--- src/rtl/imem_loader_if.sv ---
// Byte-stream source and instruction-memory write bus of the program loader.
// Also carries the loader's status outputs and the core reset hold.
interface imem_loader_if #(
    parameter int INS_ADDRESS = 9,
    parameter int INS_W       = 32
);
    logic                   i_start;
    logic [7:0]             i_len;
    logic                   i_byte_valid;
    logic [7:0]             i_byte_data;
    logic                   o_byte_ready;
    logic [INS_ADDRESS-1:0] o_wa;
    logic [INS_W-1:0]       o_wd;
    logic                   o_we;
    logic                   o_busy;
    logic                   o_done;
    logic                   o_err;
    logic                   o_core_rst_n;

    modport slave (
        input  i_start, i_len, i_byte_valid, i_byte_data,
        output o_byte_ready, o_wa, o_wd, o_we, o_busy, o_done, o_err, o_core_rst_n
    );

    modport master (
        output i_start, i_len, i_byte_valid, i_byte_data,
        input  o_byte_ready, o_wa, o_wd, o_we, o_busy, o_done, o_err, o_core_rst_n
    );
endinterface

--- src/rtl/imem_loader.sv ---
// Assembles little-endian program bytes into 32-bit words and writes them to
// instruction memory while holding the RISC-V core in reset.
//
// state | meaning
// IDLE  | waiting for start; err reports the last rejected start
// RECV  | collecting the 4 bytes of the current word
// WRITE | one-cycle write of the assembled word
// DONE  | load finished; done held until the next accepted start
module imem_loader #(
    parameter int INS_ADDRESS = 9,
    parameter int INS_W       = 32
) (
    input  logic         i_clk,
    input  logic         i_rst_n,
    imem_loader_if.slave bus
);
    typedef enum logic [1:0] {
        ST_IDLE  = 2'd0,
        ST_RECV  = 2'd1,
        ST_WRITE = 2'd2,
        ST_DONE  = 2'd3
    } state_t;

    localparam logic [31:0] MAX_WORDS = 32'(2 ** (INS_ADDRESS - 2));

    state_t                 r_state;
    state_t                 w_state_nxt;
    logic                   w_start_ok;
    logic                   w_start_bad;
    logic                   w_len_ok;
    logic                   w_byte_acc;
    logic                   w_last_word;
    logic [INS_ADDRESS-1:0] w_wa;

    logic [7:0]             r_len;
    logic [7:0]             r_word_idx;
    logic [1:0]             r_byte_idx;
    logic [INS_W-9:0]       r_buf;
    logic                   r_byte_ready;
    logic [INS_ADDRESS-1:0] r_wa;
    logic [INS_W-1:0]       r_wd;
    logic                   r_we;
    logic                   r_busy;
    logic                   r_done;
    logic                   r_err;
    logic                   r_core_rst_n;

    assign w_len_ok    = (bus.i_len != 8'd0) && ({24'd0, bus.i_len} <= MAX_WORDS);
    assign w_byte_acc  = r_byte_ready && bus.i_byte_valid;
    assign w_last_word = (r_word_idx == (r_len - 8'd1));
    assign w_wa        = INS_ADDRESS'({r_word_idx, 2'b00});

    always_ff @(posedge i_clk or negedge i_rst_n) begin
        if (!i_rst_n) begin
            r_state <= ST_IDLE;
        end else begin
            r_state <= w_state_nxt;
        end
    end

    always_comb begin
        w_state_nxt = r_state;
        w_start_ok  = 1'b0;
        w_start_bad = 1'b0;
        case (r_state)
            ST_IDLE, ST_DONE: begin
                if (bus.i_start) begin
                    if (w_len_ok) begin
                        w_start_ok  = 1'b1;
                        w_state_nxt = ST_RECV;
                    end else begin
                        w_start_bad = 1'b1;
                        w_state_nxt = ST_IDLE;
                    end
                end
            end
            ST_RECV: begin
                if (w_byte_acc && (r_byte_idx == 2'd3)) begin
                    w_state_nxt = ST_WRITE;
                end
            end
            ST_WRITE: begin
                w_state_nxt = w_last_word ? ST_DONE : ST_RECV;
            end
            default: w_state_nxt = ST_IDLE;
        endcase
    end

    // Outputs are registered from the next state so they line up with r_state.
    always_ff @(posedge i_clk or negedge i_rst_n) begin
        if (!i_rst_n) begin
            r_len        <= '0;
            r_word_idx   <= '0;
            r_byte_idx   <= '0;
            r_buf        <= '0;
            r_byte_ready <= 1'b0;
            r_wa         <= '0;
            r_wd         <= '0;
            r_we         <= 1'b0;
            r_busy       <= 1'b0;
            r_done       <= 1'b0;
            r_err        <= 1'b0;
            r_core_rst_n <= 1'b0;
        end else begin
            r_byte_ready <= (w_state_nxt == ST_RECV);
            r_we         <= (w_state_nxt == ST_WRITE);
            r_busy       <= (w_state_nxt == ST_RECV) || (w_state_nxt == ST_WRITE);
            r_core_rst_n <= !((w_state_nxt == ST_RECV) || (w_state_nxt == ST_WRITE));
            r_done       <= (w_state_nxt == ST_DONE);

            if (w_start_ok) begin
                r_len      <= bus.i_len;
                r_word_idx <= '0;
                r_byte_idx <= '0;
                r_err      <= 1'b0;
            end else if (w_start_bad) begin
                r_err <= 1'b1;
            end

            if (w_byte_acc) begin
                r_byte_idx <= r_byte_idx + 2'd1;
                case (r_byte_idx)
                    2'd0: r_buf[7:0]   <= bus.i_byte_data;
                    2'd1: r_buf[15:8]  <= bus.i_byte_data;
                    2'd2: r_buf[23:16] <= bus.i_byte_data;
                    default: begin
                        r_wd <= {bus.i_byte_data, r_buf};
                        r_wa <= w_wa;
                    end
                endcase
            end

            if ((r_state == ST_WRITE) && !w_last_word) begin
                r_word_idx <= r_word_idx + 8'd1;
            end
        end
    end

    assign bus.o_byte_ready = r_byte_ready;
    assign bus.o_wa         = r_wa;
    assign bus.o_wd         = r_wd;
    assign bus.o_we         = r_we;
    assign bus.o_busy       = r_busy;
    assign bus.o_done       = r_done;
    assign bus.o_err        = r_err;
    assign bus.o_core_rst_n = r_core_rst_n;
endmodule

--- src/flat_wrapper.sv ---
// flat-port wrapper written by rule: the top's interface ports become plain ports
module imem_loader_flat 
#(
    parameter int INS_ADDRESS = 9,
    parameter int INS_W       = 32
)
  (i_clk, i_rst_n, bus_i_start, bus_i_len, bus_i_byte_valid, bus_i_byte_data, bus_o_byte_ready, bus_o_wa, bus_o_wd, bus_o_we, bus_o_busy, bus_o_done, bus_o_err, bus_o_core_rst_n);
  imem_loader_if #(.INS_ADDRESS(INS_ADDRESS), .INS_W(INS_W)) bus_i ();
  input  logic i_clk;
  input  logic i_rst_n;
  input wire logic [$bits(bus_i.i_start)-1:0] bus_i_start;
  input wire logic [$bits(bus_i.i_len)-1:0] bus_i_len;
  input wire logic [$bits(bus_i.i_byte_valid)-1:0] bus_i_byte_valid;
  input wire logic [$bits(bus_i.i_byte_data)-1:0] bus_i_byte_data;
  output wire logic [$bits(bus_i.o_byte_ready)-1:0] bus_o_byte_ready;
  output wire logic [$bits(bus_i.o_wa)-1:0] bus_o_wa;
  output wire logic [$bits(bus_i.o_wd)-1:0] bus_o_wd;
  output wire logic [$bits(bus_i.o_we)-1:0] bus_o_we;
  output wire logic [$bits(bus_i.o_busy)-1:0] bus_o_busy;
  output wire logic [$bits(bus_i.o_done)-1:0] bus_o_done;
  output wire logic [$bits(bus_i.o_err)-1:0] bus_o_err;
  output wire logic [$bits(bus_i.o_core_rst_n)-1:0] bus_o_core_rst_n;
  assign bus_i.i_start = bus_i_start;
  assign bus_i.i_len = bus_i_len;
  assign bus_i.i_byte_valid = bus_i_byte_valid;
  assign bus_i.i_byte_data = bus_i_byte_data;
  assign bus_o_byte_ready = bus_i.o_byte_ready;
  assign bus_o_wa = bus_i.o_wa;
  assign bus_o_wd = bus_i.o_wd;
  assign bus_o_we = bus_i.o_we;
  assign bus_o_busy = bus_i.o_busy;
  assign bus_o_done = bus_i.o_done;
  assign bus_o_err = bus_i.o_err;
  assign bus_o_core_rst_n = bus_i.o_core_rst_n;
  imem_loader #(.INS_ADDRESS(INS_ADDRESS), .INS_W(INS_W)) u_core (.i_clk(i_clk), .i_rst_n(i_rst_n), .bus(bus_i));
endmodule
--- config.mk ---
export PLATFORM = sky130hd
export DESIGN_NAME = imem_loader_flat
export DESIGN_NICKNAME = d
export VERILOG_FILES = /design/src/rtl/imem_loader_if.sv /design/src/rtl/imem_loader.sv /design/src/flat_wrapper.sv
export SDC_FILE = /design/constraint.sdc
export NUM_CORES = 1
export LEC_CHECK = 0
export ABC_CLOCK_PERIOD_IN_PS = 3100
export CORE_MARGIN = 2
export CORE_UTILIZATION = 53
export DETAILED_ROUTE_END_ITERATION = 10
export PLACE_DENSITY = 0.89
export SETUP_SLACK_MARGIN = 0.4
export SLEW_MARGIN = 20
export SYNTH_ARGS = -nofsm -noshare
export SYNTH_HDL_FRONTEND = slang
export SYNTH_SLANG_ARGS = --single-unit
--- constraint.sdc ---
create_clock -name i_clk -period 3.1 [get_ports i_clk]
set_input_delay 0.62 -clock i_clk [delete_from_list [all_inputs] [get_ports i_clk]]
set_output_delay 0.62 -clock i_clk [all_outputs]
set_load 0.01 [all_outputs]
==> flow_summary.ini <==
[critical_path]
path_buf_inv = 2
critPathKind = reg2reg
r2r_start = u_core.r_len[0]
r2r-end = u_core.bus.o_busy
cp_slowest_cell = dfrtp_1
crit_top_cell = inv_1
crit_family = simple AND/OR/NAND/NOR gates
cp_slowest_stage_delay_ns = 0.42
cp_max_fo = 4
worstSetupEndpointType = flop
critPathRequiredTime_ns = 3.35
ff2ff_path_depth = 10
startpoint_type = flop
path_cells = inv_1, ha_4, or3b_4, nor4_4, o2111ai_2, nor3_2, nand2_1, a22o_1, ha_1, inv_1
cp_data_arrival_time_ns = 2.86
r2r_slack_ns = 0.49
crit_path_start = u_core.r_len[0]

[synth]
ys_ff_latch = 89
syn_avg_cell_area_um2 = 13.6
yosys_warnings = 0
syn_area_um2 = 3860
yosysSeqAreaShare = 0.576
synth_top_area_cell = dfrtp_1
async_flop_share = 1.00
synthCells = 284
synth-edff-count = 0
synthFlopType = dfrtp_1
synth_area_leaders = dfrtp_1, mux2_2, ha_1
synth_top_area_frac = 0.576
yosys.cell_types.count = 50

[place]
port_buffers = 64
dp_hpwl_um = 4930
place_area_um2 = 4590
dp_cells = 439
gp_congestion = 0.814

[floorplan]
die_area_um2 = 7990
start_util = 0.542
rows = 31
die_y_um = 89.4
core_area_um2 = 7140
io_pins = 67
die_x_um = 89.4

[flow_run]
maxCapViolCount = 0

[global_routing]
grt_usage = 0.189
grt_pass1_vias = 2413
grt_max_degree = 90
antenna_found_initial = 0
gr-total-overflow = 0
grt_pass1_wl_um = 11300

[detailed_routing]
num_vias = 2457
remaining_drc_errors = 0
wl_per_cell_um = 15.4
post_drt_via_cell_ratio = 5.36
final_antenna_net_count = 0
detail_route.first_pass.iterations = 4
drt_iter0_markers = 79
drt-total-wl_um = 7050

[final_layout]
nFillCells = 540
post-route-util = 0.681
finalNonFillerCells = 458
drive_above_1_share = 0.301
area_delta_synth_final_pct = 25.7
stdcell_area_um2 = 4860
nets = 385
diodes = 0

[timing]
slew-limit-headroom = 0.481
hold_viol = 0
clock.fmax_mhz = 383
maxSlewViolCount = 0
fin_crit_ns = 2.61
finalSetupViolCount = 0
rsz0062_at_grt = false
worst_pin_slew_ns = 0.778
setup-tns-final_ns = 0
finalClockSkew_ns = 0.00810
min_period_over_period = 0.842

[clocking]
cts_buffers = 9
cts-root-buf = clkbuf_8
cts_tree = done
cts.path.max_buffers = 2
worst_skew_pair.late_latency_ns = 0.35
clk_pin_slew_ns = 0.10
cts-htree-levels = 3
clock-sinks = 89

[power_and_ir_drop]
power.static_leakage_nw = 2.21
vdd_drop_max_v = 0.000326
cellPowerDensity_nw_per_um2 = 754

[min_path]
hp-class = in2async

[outcome]
status = complete, no violations
-- sequential cells by signal, indices dropped and copies added, names as in the netlist --
name and cells:
u_core.r_word_idx 8, u_core.bus.o_busy 1, u_core.r_len 8, u_core.bus.o_byte_ready 1, u_core.bus.o_wa 7, u_core.r_byte_idx 2
u_core.bus.o_wd 32, u_core.bus.o_err 1, u_core.bus.o_core_rst_n 1, u_core.r_buf 24, u_core.bus.o_done 1, u_core.r_state 2
u_core.bus.o_we 1
-- worst max-delay path by stage --
stage | endpoint | slack [ns] | cells after the start
finish | u_core.bus.o_busy | 0.49 | 10
floorplan | u_core.bus.o_busy | 0.41 | 9
CTS | u_core.bus.o_busy | 0.46 | 10
global route | u_core.bus.o_busy | 0.41 | 10
detailed placement | u_core.bus.o_busy | 0.20 | 8
global placement | u_core.bus.o_busy | 0.22 | 8
-- logic make-up (layout without fill, tap and decap cells) --
logic type	Yosys count	in the layout	synth area share
AOI/OAI and AO/OA	27	27	0.0580
xor gates and xnor gates	11	11	0.0249
adders and majority gates	11	11	0.0356
buffers and inverters	21	95	0.0246
DFF	89	89	0.576
muxes	69	69	0.201
other	1	2	0.000970
and+or+nand+nor	55	55	0.0787
-- cell usage after synthesis, types with 2 or more instances --
master and n:
or2_2 3, o21ai_0 5, and2_1 3, clkbuf_1 4, a21oi_1 2, nor2_1 5
xnor2_1 5, nor4_1 3, nand2b_1 3, dfrtp_1 89, buf_1 4, nor3b_1 2
a22o_1 3, a221o_1 2, nand2_1 15, inv_1 9, nor3_1 4, buf_4 2
nand3_1 6, xor2_1 6, mux2_2 69, ha_1 11, a21o_1 2
-- repair_timing --
action,in CTS,in global routing
hold endpoints to repair,0,0
hold buffers,0,0
setup endpoints to repair,2,7
pin swaps,0,2
buffers inserted,0,3
resized for setup,1,7
-- final cells by class --
cell class,count,area [um^2],share of cell area
clock buffers,9,124,0.0255
multi-input cells,175,1600,0.329
well taps,99,124,0.0255
flip-flops and latches,89,2230,0.458
inverters,9,33.8,0.00695
clock inverters,7,67.6,0.0139
repair buffers,70,687,0.141
-- metrics by stage --
| step | hold slack [ns] | power, mW | worst slack (ns) |
|---|---|---|---|
| floorplan | 0.324 | 2.35 | 0.415 |
| global placement | 0.481 | 2.81 | 0.223 |
| detailed placement | 0.488 | 2.88 | 0.198 |
| CTS | 0.485 | 3.66 | 0.463 |
| global route | 0.353 | 3.90 | 0.408 |
| finish | 0.311 | 3.66 | 0.490 |
-- where the power goes --
group	leakage (nW)	switching, mW	internal (mW)
Sequential	1.16	0.232	1.53
Combinational	0.952	0.440	0.698
Clock	0.0966	0.449	0.317
-- cells in the final DEF, fill, tap and decap left out, types with 5 or more instances in the layout --
cell | netlist | routed
dfrtp_1 | 89 | 89
mux2_2 | 69 | 69
clkdlybuf4s50_1 | 0 | 63
nand2_1 | 15 | 14
ha_1 | 11 | 10
inv_1 | 9 | 9
clkbuf_8 | 0 | 9
xor2_1 | 6 | 6
nand3_1 | 6 | 6
buf_4 | 2 | 6
xnor2_1 | 5 | 5
nor2_1 | 5 | 5
o21ai_0 | 5 | 5
-- worst reg2reg max path: stages (launching register included) --
cell	delay, ns
dfrtp_1	0.42
inv_1	0.13
ha_4	0.16
or3b_4	0.40
nor4_4	0.23
o2111ai_2	0.21
nor3_2	0.31
nand2_1	0.11
a22o_1	0.22
ha_1	0.29
inv_1	0.04
-- metal layers --
metal	global-route usage	share of wire
met1	0.235	0.44
met2	0.319	0.50
met4	0.0678	0.0085
met5	0	0
met3	0.0471	0.046
(Power assumes the default switching activity.)
